<file path="config.mk">
export PLATFORM = sky130hd
export DESIGN_NAME = prog_loader_ctrl_flat
export DESIGN_NICKNAME = d
export VERILOG_FILES = /design/src/rtl/prog_loader_ctrl_pkg.sv /design/src/rtl/prog_loader_ctrl_if.sv /design/src/rtl/prog_loader_ctrl_idle_timer.sv /design/src/rtl/prog_loader_ctrl.sv /design/src/flat_wrapper.sv
export SDC_FILE = /design/constraint.sdc
export NUM_CORES = 1
export LEC_CHECK = 0
export CAP_MARGIN = 20
export CORE_MARGIN = 4
export CORE_UTILIZATION = 57
export DETAILED_ROUTE_END_ITERATION = 10
export GPL_TIMING_DRIVEN = 0
export PLACE_DENSITY = 0.86
export RECOVER_POWER = 50
export SYNTH_ARGS = -nofsm -noshare
export SYNTH_HDL_FRONTEND = slang
export SYNTH_HIERARCHICAL = 1
export SYNTH_SLANG_ARGS = --single-unit
</file>
<file path="constraint.sdc">
create_clock -name clk -period 5.3 [get_ports clk]
set_input_delay 0.795 -clock clk [delete_from_list [all_inputs] [get_ports clk]]
set_output_delay 0.795 -clock clk [all_outputs]
set_load 0.02 [all_outputs]
</file>
<file path="src/rtl/prog_loader_ctrl_pkg.sv">
// Shared definitions for the UART program loader: FSM state
// encoding, UPG bus widths and the word-index to address mapping.
package prog_loader_ctrl_pkg;

   localparam int UPG_ADR_W    = 15;
   localparam int DMEM_SEL_BIT = 14;
   localparam int WORD_IDX_W   = 15;
   localparam int MAX_WORDS    = 32768;

   typedef enum logic [2:0] {
      ST_IDLE = 3'd0,
      ST_HDR0 = 3'd1,
      ST_HDR1 = 3'd2,
      ST_DATA = 3'd3,
      ST_DONE = 3'd4,
      ST_ERR  = 3'd5
   } state_e;

   // Words at or past the end of instruction memory are rebased
   // into data memory, which is selected by the top address bit.
   function automatic logic [UPG_ADR_W-1:0] upg_addr(
      input logic [WORD_IDX_W-1:0] k,
      input int                    imem
   );
      logic [UPG_ADR_W-1:0] a;
      logic                 dmem;
      dmem = int'(k) >= imem;
      a    = dmem ? k - UPG_ADR_W'(imem) : k;
      a[DMEM_SEL_BIT] = dmem;
      return a;
   endfunction

endpackage

</file>
<file path="src/rtl/prog_loader_ctrl_if.sv">
// Byte-in / word-out bus of the program loader.
// Signals: rx_data_i, rx_valid_i (UART side), upg_wen_o, upg_adr_o, upg_dat_o (memory side).
interface prog_loader_ctrl_if;
   import prog_loader_ctrl_pkg::*;

   logic [7:0]           rx_data_i;
   logic                 rx_valid_i;
   logic                 upg_wen_o;
   logic [UPG_ADR_W-1:0] upg_adr_o;
   logic [31:0]          upg_dat_o;

   modport master (
      input  rx_data_i,
      input  rx_valid_i,
      output upg_wen_o,
      output upg_adr_o,
      output upg_dat_o
   );

   modport slave (
      output rx_data_i,
      output rx_valid_i,
      input  upg_wen_o,
      input  upg_adr_o,
      input  upg_dat_o
   );

endinterface

</file>
<file path="src/rtl/prog_loader_ctrl_idle_timer.sv">
// Counts idle cycles while enabled; expired pulses on the cycle whose edge
// would bring the count to LIMIT. Ports: clk, rst, clear, enable, expired.
module idle_timer #(
   parameter int LIMIT = 10000000
) (
   input  logic clk,
   input  logic rst,
   input  logic clear,
   input  logic enable,
   output logic expired
);

   localparam int W = $clog2(LIMIT + 1);

   logic [W-1:0] cnt_q;
   logic [W-1:0] cnt_d;

   assign expired = enable & ~clear & (cnt_q == W'(LIMIT - 1));

   always_comb begin
      cnt_d = cnt_q + 1'b1;
      if (clear | ~enable) cnt_d = '0;
   end

   always_ff @(posedge clk or posedge rst) begin
      if (rst) cnt_q <= '0;
      else     cnt_q <= cnt_d;
   end

endmodule

</file>
<file path="src/rtl/prog_loader_ctrl.sv">
// UART program loader: parses a 16-bit word count header, then packs little-endian
// bytes into 32-bit UPG memory writes. Ports: clk, rst, start_i, bus (rx in / upg out),
// upg_done_o, busy_o, err_o.
module prog_loader_ctrl
   import prog_loader_ctrl_pkg::*;
#(
   parameter int TIMEOUT_CYCLES = 10000000,
   parameter int IMEM_WORDS     = 16384
) (
   input  logic               clk,
   input  logic               rst,
   input  logic               start_i,
   prog_loader_ctrl_if.master bus,
   output logic               upg_done_o,
   output logic               busy_o,
   output logic               err_o
);

   state_e                state_q, state_d;
   logic [7:0]            nlo_q, nlo_d;
   logic [WORD_IDX_W-1:0] nm1_q, nm1_d;
   logic [WORD_IDX_W-1:0] word_q, word_d;
   logic [1:0]            byte_q, byte_d;
   logic [23:0]           asm_q, asm_d;
   logic                  wen_q, wen_d;
   logic [UPG_ADR_W-1:0]  adr_q, adr_d;
   logic [31:0]           dat_q, dat_d;
   logic                  done_q, busy_q, err_q;

   logic                  rx_v;
   logic [7:0]            rx_b;
   logic [15:0]           hdr_n;
   logic                  tmr_en;
   logic                  tmr_clr;
   logic                  tmo;

   assign rx_v  = bus.rx_valid_i;
   assign rx_b  = bus.rx_data_i;
   assign hdr_n = {rx_b, nlo_q};

   assign tmr_en  = (state_q == ST_HDR1) | (state_q == ST_DATA);
   // Any accepted byte or a restart restarts the idle window.
   assign tmr_clr = start_i | (rx_v & (tmr_en | (state_q == ST_HDR0)));

   idle_timer #(
      .LIMIT(TIMEOUT_CYCLES)
   ) u_timer (
      .clk    (clk),
      .rst    (rst),
      .clear  (tmr_clr),
      .enable (tmr_en),
      .expired(tmo)
   );

   always_comb begin
      state_d = state_q;
      nlo_d   = nlo_q;
      nm1_d   = nm1_q;
      word_d  = word_q;
      byte_d  = byte_q;
      asm_d   = asm_q;
      wen_d   = 1'b0;
      adr_d   = adr_q;
      dat_d   = dat_q;
      if (start_i) begin
         state_d = ST_HDR0;
         word_d  = '0;
         byte_d  = '0;
         asm_d   = '0;
      end else begin
         unique case (state_q)
            ST_HDR0: begin
               if (rx_v) begin
                  nlo_d   = rx_b;
                  state_d = ST_HDR1;
               end
            end
            ST_HDR1: begin
               if (rx_v) begin
                  nm1_d = WORD_IDX_W'(hdr_n - 16'd1);
                  if (hdr_n == 16'd0)
                     state_d = ST_DONE;
                  else if (int'(hdr_n) > MAX_WORDS)
                     state_d = ST_ERR;
                  else
                     state_d = ST_DATA;
               end else if (tmo) begin
                  state_d = ST_ERR;
               end
            end
            ST_DATA: begin
               if (rx_v) begin
                  byte_d = byte_q + 2'd1;
                  unique case (byte_q)
                     2'd0: asm_d[7:0]   = rx_b;
                     2'd1: asm_d[15:8]  = rx_b;
                     2'd2: asm_d[23:16] = rx_b;
                     default: begin
                        wen_d  = 1'b1;
                        dat_d  = {rx_b, asm_q};
                        adr_d  = upg_addr(word_q, IMEM_WORDS);
                        word_d = word_q + 1'b1;
                        if (word_q == nm1_q) state_d = ST_DONE;
                     end
                  endcase
               end else if (tmo) begin
                  state_d = ST_ERR;
               end
            end
            default: ;
         endcase
      end
   end

   always_ff @(posedge clk or posedge rst) begin
      if (rst) begin
         state_q <= ST_IDLE;
         nlo_q   <= '0;
         nm1_q   <= '0;
         word_q  <= '0;
         byte_q  <= '0;
         asm_q   <= '0;
         wen_q   <= 1'b0;
         adr_q   <= '0;
         dat_q   <= '0;
         done_q  <= 1'b0;
         busy_q  <= 1'b0;
         err_q   <= 1'b0;
      end else begin
         state_q <= state_d;
         nlo_q   <= nlo_d;
         nm1_q   <= nm1_d;
         word_q  <= word_d;
         byte_q  <= byte_d;
         asm_q   <= asm_d;
         wen_q   <= wen_d;
         adr_q   <= adr_d;
         dat_q   <= dat_d;
         done_q  <= (state_d == ST_DONE);
         busy_q  <= (state_d == ST_HDR0) | (state_d == ST_HDR1) |
                    (state_d == ST_DATA);
         err_q   <= (state_d == ST_ERR);
      end
   end

   assign bus.upg_wen_o = wen_q;
   assign bus.upg_adr_o = adr_q;
   assign bus.upg_dat_o = dat_q;
   assign upg_done_o    = done_q;
   assign busy_o        = busy_q;
   assign err_o         = err_q;

endmodule

</file>
<file path="src/flat_wrapper.sv">
// flat-port wrapper written by rule: the top's interface ports become plain ports
module prog_loader_ctrl_flat import prog_loader_ctrl_pkg::*;
#(
   parameter int TIMEOUT_CYCLES = 10000000,
   parameter int IMEM_WORDS     = 16384
)
  (clk, rst, start_i, upg_done_o, busy_o, err_o, bus_rx_data_i, bus_rx_valid_i, bus_upg_wen_o, bus_upg_adr_o, bus_upg_dat_o);
  prog_loader_ctrl_if bus_i ();
  input  logic clk;
  input  logic rst;
  input  logic start_i;
  output logic upg_done_o;
  output logic busy_o;
  output logic err_o;
  input wire logic [$bits(bus_i.rx_data_i)-1:0] bus_rx_data_i;
  input wire logic [$bits(bus_i.rx_valid_i)-1:0] bus_rx_valid_i;
  output wire logic [$bits(bus_i.upg_wen_o)-1:0] bus_upg_wen_o;
  output wire logic [$bits(bus_i.upg_adr_o)-1:0] bus_upg_adr_o;
  output wire logic [$bits(bus_i.upg_dat_o)-1:0] bus_upg_dat_o;
  assign bus_i.rx_data_i = bus_rx_data_i;
  assign bus_i.rx_valid_i = bus_rx_valid_i;
  assign bus_upg_wen_o = bus_i.upg_wen_o;
  assign bus_upg_adr_o = bus_i.upg_adr_o;
  assign bus_upg_dat_o = bus_i.upg_dat_o;
  prog_loader_ctrl #(.TIMEOUT_CYCLES(TIMEOUT_CYCLES), .IMEM_WORDS(IMEM_WORDS)) u_core (.clk(clk), .rst(rst), .start_i(start_i), .bus(bus_i), .upg_done_o(upg_done_o), .busy_o(busy_o), .err_o(err_o));
endmodule
</file>
==> impl_metrics.csv, run 1 <==
group,metric,value,unit
pwr,pwr-share-seq,47.2,%
synthesis,async_reset_ff_share,100,%
timing,skew,0.00840,ns
synthesis,seq_area_frac_synth,54.5,%
timing,fmax,266,MHz
run_status,failed_checks,"max-capacitance violations, max-slew violations",
pwr,p_comb_share,8.9,%
pwr,p_clk_share,43.9,%
route,vias_per_cell,5.83,
timing,fin_crit,3.77,ns
route,route.detailed.drc,0,
global_routing,grt_pass1_vias,5052,
timing,finalWorstSetupSlack,1.53,ns
finish,areaGrowthSynthToFinish,20.0,%
finish,fin_nets,702,
route,first_iter_violations,503,
clocking,cts_tree,"yes",
timing,relSlewSlack,-21.7,%
global_routing,grt_use_met1,31.0,%
clocking,cts_buffer_depth,2,
route,drtAntennaViolNets,0,
global_routing,grt_util_all_layers,24.0,%
floorplanning,ios,63,
synthesis,ys.flop_type,"dfrtp_1",
job,cap_violations,2,
global_routing,antenna_found_initial,0,
clocking,cts-root-buf,"clkbuf_16",
clocking,clkLatencyLatePin,0.42,ns
global_routing,grt_use_met2,38.1,%
run_status,status,"complete, but fails checks",
floorplanning,die_w,115,um
route,wl_per_cell,17.6,um
synthesis,yosysWarnings,6,
global_routing,grt-busiest-layer,"met2",
route,dr_total_vias,4864,
timing,slew_violations,121,
timing,tightest_slew,1.82,ns
placement,port_buffers,57,
finish,drive_gt1_share,15.4,%
pwr,p_leak,3.33,nW
worst_setup_path,crit_arrival,3.95,ns
synthesis,synth-edff-count,0,
clocking,cts_resized,0,
timing,rsz0062_at_grt,"no",
pwr,power_switching,0.000646,W
finish,final_common_cell,"dfrtp_1",
global_routing,grt_pass1_wl,24.8,mm
floorplanning,die_h,115,um
timing,setup_viol_count_final,0,
synthesis,syn_area_per_cell,10.8,um2
worst_setup_path,required,5.48,ns
finish,final_cell_mix,"142 x dfrtp_1, 70 x nand2_1, 54 x clkdlybuf4s50_1",
pwr,peakVddDrop,0.000260,V
global_routing,grt_max_degree,78,
worst_setup_path,cp_slowest_cell,"clkbuf_2",
worst_setup_path,cpPeakStageDelay,1.46,ns
placement,place_ws,1.63,ns
finish,insertedDiodeCount,0,
placement,dp_hpwl,9.97,mm
worst_setup_path,crit_fanout,77,
pwr,p_int,0.00190,W
global_routing,gr-usage-met3,6.37,%
synthesis,netlist_instances,604,
floorplanning,start_util,59.1,%
timing,fin_crit_sh,71.0,%
global_routing,overflow,0,
synthesis,ys_types,50,
timing,finalHoldViolCount,0,
min_path,hold_depth,2,
clocking,numCtsBuffers,17,
placement,place.gp.congestion,0.890,
floorplanning,die-area,0.0132,mm2
synthesis,syn_nets,624,
worst_setup_path,crit_path_start_kind,"input pin",
pwr,p_sw_share,25.4,%
clocking,cts_hold_buf,0,
pwr,powerDensity,325,mW/mm2
synthesis,synth-seq-cells,142,
worst_setup_path,r2r_cells,8,
timing,worst_hold_slack,0.503,ns
floorplanning,core,0.0110,mm2
clocking,cts.sinks,142,
worst_setup_path,crit_path_cell_trace,"dlygate4sd3_1, clkinvlp_2, clkbuf_2",
worst_setup_path,worst_setup_path_end_kind,"async pin",
route,routed_wl,14.7,mm
worst_setup_path,path_class,"input pin to async pin",
floorplanning,rows,38,
clocking,cts_setup_buffers,0,
clocking,h-tree-depth,4,
synthesis,netlist_area,0.00652,mm2
clocking,path_clk_slew,0.06,ns
route,drt_pass1_iterations,5,
min_path,hp-class,"register to register",
## logic make-up after synthesis
kind of cell	count (synthesis)	share of synthesized area, %
AO/OA/AOI/OAI	84	6.93
XOR/XNOR	51	6.85
adder cells (fa/ha/maj)	8	1.53
buffers and inverters	45	3.24
flip-flops	142	54.5
multiplexers	54	9.31
AND/OR/NAND/NOR	220	17.7
## stage by stage
stage | setup TNS (ns) | cell area (um2) | std cells | utilization [%] | total power (W)
after floorplan | 0 | 6520 | 604 | - | 0.00138
after global placement | -9.22 | 7270 | 801 | 65.9 | 0.00143
after detailed placement | 0 | 7300 | 802 | 66.2 | 0.00145
after CTS | 0 | 7850 | 834 | 71.2 | 0.00256
after global routing | 0 | 7830 | 835 | 71.0 | 0.00265
final | 0 | 7830 | 835 | 71.0 | 0.00255
## synthesized netlist by cell type, drive strengths merged, types with 4 or more instances
cell type	n	area (um2)
nand2	70	263
xor2	18	158
a21oi	41	205
or3	10	62.6
and2	6	37.5
mux2	53	597
nand3	35	180
nor4	8	80.1
or4	8	63.8
nor2b	4	25.0
buf	10	68.8
nand4	15	100
clkbuf	22	93.8
xnor2	33	289
dfrtp	142	3550
nor3	11	60.1
inv	13	48.8
ha	8	100
nor2	36	135
o21ai	32	164
## power by group through the flow
stage	clock [W]	sequential (W)	combinational, W
after detailed placement	0	0.00122	0.000227
after CTS	0.00113	0.00120	0.000231
after floorplan	0	0.00121	0.000170
after global placement	0	0.00121	0.000213
after global routing	0.00119	0.00121	0.000253
final	0.00112	0.00120	0.000227
## state kept, by name (all words and copies together), names as in the netlist, 2 cells and up
register	count
u_core/asm_q	24
u_core/bus.upg_adr_o	15
u_core/bus.upg_dat_o	32
u_core/byte_q	2
u_core/nlo_q	8
u_core/nm1_q	15
u_core/state_q	3
u_core/u_timer/cnt_q	24
u_core/word_q	15
## routing by layer
metal	share of wire (%)	wire length, um	up-vias
met2	49	7120	179
met5	0	0	-
li1	-	-	2251
met4	2.5	361	0
met3	5.9	860	37
met1	43	6320	2397
## area by class of cell
class	count	area, um2
multi-input cells	417	2750
plain buffers	32	161
well taps	140	175
clock inverters	13	114
inverters	13	50.0
clock buffers	19	443
flip-flops and latches	142	3550
fillers	770	3200
repair buffers	59	579
## critical path: cells and delay by family
family | cells | cell delay, ns
buf+inv | 3 | 3.07
## worst paths after layout
| kind | from | to | slack, ns |
|---|---|---|---|
| worst max-delay path | rst | u_core/nlo_q[4]$_DFFE_PP0P_ | 1.53 |
| worst min-delay path | u_core/nm1_q[14]$_DFFE_PP0P_ | u_core/nm1_q[14]$_DFFE_PP0P_ | 0.50 |
| worst max register to register | u_core/state_q[1]$_DFF_PP0_ | u_core/err_o$_DFF_PP0_ | 2.60 |
| worst min register to register | u_core/nm1_q[14]$_DFFE_PP0P_ | u_core/nm1_q[14]$_DFFE_PP0P_ | 0.50 |
| max in group clk | start_i | u_core/err_o$_DFF_PP0_ | 1.90 |
| min in group asynchronous | rst | u_core/u_timer/cnt_q[6]$_DFF_PP0_ | 1.06 |
Power figures use the tool's default switching activity.
==> run 2: changes to the inputs <==
clock period = 3.6 ns   (was 5.3 ns; I/O delays follow)
==> run 2 against run 1 <==
Effect of this change:
- the flow still finishes with violations (max-capacitance violations, max-slew violations)
- worst setup slack lost 1.1 ns
- first-iteration DRC count shrank 11%
- register-to-register slack lost 1.8 ns
- via count grew 0.51%
- utilization grew 0.12 points
- final cell count is the same
- hold slack lost 0.068 ns
- critical path type is now input pin to register
- largest cell class unchanged
- highest routed layer unchanged
==> impl_metrics.csv, run 2 (synthesis results as in run 1) <==
group,metric,value,unit
floorplanning,core,0.0110,mm2
global_routing,antenna_found_initial,0,
finish,areaGrowthSynthToFinish,20.2,%
pwr,peakVddDrop,0.000635,V
placement,place_ws,0.144,ns
timing,fmax,314,MHz
pwr,p_int,0.00280,W
pwr,p_leak,3.34,nW
finish,n_fill_cell,755,
timing,worst_hold_slack,0.435,ns
route,dr_total_vias,4889,
finish,largest_register_ffs,32,
global_routing,grt_pass1_wl,25.1,mm
worst_setup_path,rrSetupSlack,0.80,ns
floorplanning,ios,63,
worst_setup_path,worst_setup_path_end_kind,"register",
placement,port_buffers,57,
worst_setup_path,crit_path_start_kind,"input pin",
clocking,cts_setup_buffers,0,
clocking,cts.sinks,142,
timing,finalWorstSetupSlack,0.413,ns
floorplanning,die-area,0.0132,mm2
clocking,cts_buffer_depth,2,
route,drtAntennaViolNets,0,
worst_setup_path,reg2reg_from,"u_core/state_q[1]$_DFF_PP0_",
finish,drive_gt1_share,15.3,%
clocking,cts_tree,"yes",
pwr,p_sw_share,24.9,%
route,routed_wl,14.9,mm
finish,multi_input_area,0.00275,mm2
route,route.detailed.drc,0,
clocking,cts_resized,0,
pwr,p_comb_share,9.0,%
floorplanning,die_h,115,um
worst_setup_path,crit_fanout,10,
worst_setup_path,r2r_cells,8,
finish,final_common_cell,"dfrtp_1",
run_status,failed_checks,"max-capacitance violations, max-slew violations",
pwr,power_switching,0.000930,W
floorplanning,die_w,115,um
worst_setup_path,path_class,"input pin to register",
job,cap_violations,1,
min_path,hp-class,"input pin to register",
finish,insertedDiodeCount,0,
placement,place.gp.congestion,0.897,
route,first_iter_violations,446,
timing,skew,0.00770,ns
floorplanning,rows,38,
pwr,p_clk_share,43.6,%
timing,fin_crit_sh,88.5,%
timing,slew_violations,29,
timing,setup_viol_count_final,0,
floorplanning,start_util,59.1,%
timing,rsz0062_at_grt,"no",
finish,final_cell_mix,"142 x dfrtp_1, 70 x nand2_1, 53 x mux2_2",
global_routing,grt_pass1_vias,5141,
run_status,status,"complete, but fails checks",
worst_setup_path,required,3.94,ns
placement,dp_hpwl,10.3,mm
timing,finalHoldViolCount,0,
timing,fin_crit,3.19,ns
timing,relSlewSlack,-0.0282,%
clocking,path_clk_slew,0.06,ns
pwr,pwr-share-seq,47.4,%
finish,seq_area,0.00355,mm2
worst_setup_path,startpoint,"start_i",
worst_setup_path,crit_arrival,3.53,ns
worst_setup_path,rr_endpoint,"u_core/err_o$_DFF_PP0_",
global_routing,grt_util_all_layers,24.3,%
worst_setup_path,cp-endpoint,"u_core/err_o$_DFF_PP0_",
timing,tightest_slew,1.50,ns
clocking,numCtsBuffers,17,
pwr,powerDensity,476,mW/mm2
clocking,cts_hold_buf,0,
route,wl_per_cell,17.9,um
clocking,h-tree-depth,4,
global_routing,overflow,0,
finish,fin_nets,704,
route,vias_per_cell,5.86,
clocking,clkLatencyLatePin,0.42,ns
global_routing,grt_max_degree,39,
route,drt_pass1_iterations,5,
clocking,cts-root-buf,"clkbuf_16",
timing,fin_tns_setup,0,ns
==> run 2: worst min path at each step <==
stage	start	endpoint	slack, ns	cells after the start
4_1_cts	bus_rx_data_i[0]	u_core/nlo_q[0]$_DFFE_PP0P_	0.42	3
3_5_place_dp	u_core/u_timer/cnt_q[0]$_DFF_PP0_	u_core/u_timer/cnt_q[0]$_DFF_PP0_	0.49	1
6_report	bus_rx_data_i[0]	u_core/nlo_q[0]$_DFFE_PP0P_	0.43	3
5_1_grt	bus_rx_data_i[0]	u_core/bus.upg_dat_o[24]$_DFFE_PP0P_	0.46	2
2_1_floorplan	u_core/u_timer/cnt_q[0]$_DFF_PP0_	u_core/u_timer/cnt_q[0]$_DFF_PP0_	0.45	1
3_3_place_gp	u_core/u_timer/cnt_q[0]$_DFF_PP0_	u_core/u_timer/cnt_q[0]$_DFF_PP0_	0.47	1
==> run 2: power by group through the flow <==
stage          sequential [W]  combinational (W)  clock (W)
6_report              0.00177           0.000336    0.00163
5_1_grt               0.00178           0.000377    0.00171
4_1_cts               0.00177           0.000343    0.00164
3_5_place_dp          0.00180           0.000338          0
3_3_place_gp          0.00179           0.000314          0
2_1_floorplan         0.00178           0.000250          0
==> run 2: through the flow <==
step	cell area, um2	util, %	power (W)	cells
after CTS	7880	71.4	0.00376	834
final	7840	71.1	0.00373	835
after detailed placement	7330	66.5	0.00214	804
after global placement	7270	65.9	0.00210	801
after global routing	7840	71.1	0.00387	835
after floorplan	6530	-	0.00203	604
==> run 2: worst max-delay path, cell delays in order <==
cell	delay, ns
dlygate4sd3_1	0.61
clkbuf_1	0.28
o21bai_1	0.25
nand2b_1	0.22
nor4_1	0.65
or2_2	0.26
o21ai_0	0.09
o21ai_0	0.39
nor3b_2	0.24
==> run 2: area by class of cell <==
type,count,area share (%)
flip-flops and latches,142,45.3
plain buffers,32,2.06
clock buffers,20,5.83
clock inverters,10,1.15
multi-input cells,417,35.1
repair buffers,61,7.69
well taps,140,2.23
inverters,13,0.638
==> run 2: routing by layer <==
metal | wire, um | GRT usage (%)
met4 | 422 | 11.3
met1 | 6150 | 30.7
met3 | 1130 | 7.42
met5 | 0 | 0
met2 | 7220 | 38.4
==> run 3: changes to the inputs <==
CAP_MARGIN = unset   (was 20)
==> run 3 against run 2 <==
Effect of this change:
- the run ends with max-capacitance violations left
- via count grew 0.41%
- sequential share of layout area barely moved
- clock-buffer cell count did not move
- worst setup slack got worse by 0.0099 ns
- global-route usage unchanged
- utilization barely moved
- fmax decreased by 0.31%
- power is essentially flat
==> impl_metrics.csv, run 3 (synthesis results as in run 1) <==
group,metric,value,unit
clocking,cts.sinks,142,
route,drtAntennaViolNets,0,
placement,port_buffers,57,
timing,rsz0062_at_grt,"no",
min_path,whs_endpoint,"u_core/nlo_q[0]$_DFFE_PP0P_",
clocking,cts_buffer_depth,2,
worst_setup_path,crit_arrival,3.54,ns
finish,drive_gt1_share,15.4,%
timing,skew,0.00790,ns
clocking,cts_resized,0,
placement,place_ws,0.144,ns
global_routing,gr-usage-met3,7.42,%
route,drt_pass1_iterations,5,
min_path,hold_start,"bus_rx_data_i[0]",
floorplanning,core,0.0110,mm2
global_routing,grt-busiest-layer,"met2",
worst_setup_path,cp_num_buf_inv,2,
global_routing,grt_util_all_layers,24.3,%
finish,n_fill_cell,753,
worst_setup_path,r2r_cells,8,
route,routed_wl,14.9,mm
worst_setup_path,reg2reg_from,"u_core/state_q[1]$_DFF_PP0_",
min_path,hold_depth,3,
route,dr_total_vias,4909,
finish,final_cell_mix,"142 x dfrtp_1, 70 x nand2_1, 53 x mux2_2",
timing,fmax,313,MHz
global_routing,grt_use_met2,38.4,%
floorplanning,die_h,115,um
timing,finalHoldViolCount,0,
pwr,powerDensity,476,mW/mm2
min_path,hp-class,"input pin to register",
clocking,path_clk_slew,0.06,ns
timing,relSlewSlack,0.190,%
timing,fin_crit_sh,88.8,%
global_routing,antenna_found_initial,0,
placement,place.gp.congestion,0.897,
route,wl_per_cell,17.9,um
timing,finalWorstSetupSlack,0.403,ns
worst_setup_path,rr_endpoint,"u_core/err_o$_DFF_PP0_",
floorplanning,rows,38,
clocking,clkLatencyLatePin,0.42,ns
route,first_iter_violations,450,
placement,dp_hpwl,10.3,mm
finish,areaGrowthSynthToFinish,20.3,%
clocking,h-tree-depth,4,
global_routing,grt_max_degree,39,
worst_setup_path,rrSetupSlack,0.80,ns
clocking,numCtsBuffers,17,
timing,setup_viol_count_final,0,
run_status,failed_checks,"max-capacitance violations",
finish,insertedDiodeCount,0,
clocking,cts-root-buf,"clkbuf_16",
clocking,cts_tree,"yes",
global_routing,grt_pass1_vias,5141,
route,route.detailed.drc,0,
timing,slew_violations,0,
clocking,cts_setup_buffers,0,
worst_setup_path,crit_path_start_kind,"input pin",
floorplanning,ios,63,
pwr,total_power,0.00373,W
floorplanning,start_util,59.1,%
global_routing,grt_use_met1,30.7,%
worst_setup_path,cp_slowest_cell,"nor4_1",
route,vias_per_cell,5.89,
floorplanning,die-area,0.0132,mm2
worst_setup_path,crit_fanout,10,
placement,place_inst,804,
worst_setup_path,required,3.94,ns
timing,tightest_slew,1.50,ns
run_status,status,"complete, but fails checks",
worst_setup_path,cpMostUsedCell,"o21ai_0",
floorplanning,die_w,115,um
timing,fin_tns_setup,0,ns
worst_setup_path,path_class,"input pin to register",
pwr,peakVddDrop,0.000633,V
finish,fin_nets,703,
finish,final_common_cell,"dfrtp_1",
job,cap_violations,1,
timing,fin_crit,3.20,ns
worst_setup_path,worst_setup_path_end_kind,"register",
finish,stdcell_count,834,
global_routing,grt_pass1_wl,25.1,mm
clocking,cts_hold_buf,0,
worst_setup_path,crit_path_cell_trace,"dlygate4sd3_1, clkbuf_1, o21bai_1, nand2b_1, nor4_1, or2_2, o21ai_0, o21ai_0, nor3b_2",
worst_setup_path,crit_family,"simple AND/OR/NAND/NOR gates",
worst_setup_path,cpPeakStageDelay,0.65,ns
global_routing,overflow,0,
finish,largest_register_ffs,32,
pwr,p_leak,3.36,nW
==> run 3: per-stage QoR <==
stage | util, % | cell area [um2] | hold WS (ns)
finish | 71.1 | 7840 | 0.436
global route | 71.1 | 7840 | 0.461
floorplan | - | 6530 | 0.455
CTS | 71.4 | 7880 | 0.424
detailed placement | 66.5 | 7330 | 0.487
global placement | 65.9 | 7270 | 0.473
==> run 3: area by class of cell <==
type | count | area [um2] | area share [%]
sequential | 142 | 3550 | 45.3
multi-input combinational | 417 | 2760 | 35.1
timing repair buffer | 60 | 599 | 7.64
clock buffer | 20 | 457 | 5.82
tap | 140 | 175 | 2.23
buffer | 32 | 161 | 2.06
clock inverter | 10 | 90.1 | 1.15
inverter | 13 | 50.0 | 0.638
==> run 3: how the worst max path moves through the flow <==
stage,from,endpoint,slack [ns],cells after the start
after global routing,rst,u_core/err_o$_DFF_PP0_,0.18,4
after detailed placement,start_i,u_core/err_o$_DFF_PP0_,0.14,9
after floorplan,start_i,u_core/err_o$_DFF_PP0_,1.28,8
final,start_i,u_core/err_o$_DFF_PP0_,0.40,9
after global placement,start_i,u_core/err_o$_DFF_PP0_,0.36,9
after CTS,start_i,u_core/err_o$_DFF_PP0_,0.54,9
==> run 3: worst register-to-register path: stages (launching register included) <==
cell      delay, ns
dfrtp_1        0.34
buf_2          0.18
nor2b_1        0.37
nand2b_1       0.21
nor4_1         0.65
or2_2          0.26
o21ai_0        0.09
o21ai_0        0.38
nor3b_2        0.23
==> run 3: power by group <==
group | leakage [nW] | switching (W) | internal, W
Combinational | 1.16 | 0.000195 | 0.000142
Sequential | 1.94 | 0.0000829 | 0.00169
Clock | 0.264 | 0.000652 | 0.000976
Total | 3.36 | 0.000930 | 0.00281
==> run 3: layer usage <==
layer / routed length [um] / share of wire [%] / up-vias
met3: 1140 / 7.6 / 39
met4: 395 / 2.6 / 0
met1: 6190 / 41 / 2391
met2: 7200 / 48 / 227
met5: 0 / 0 / -
li1: - / - / 2252
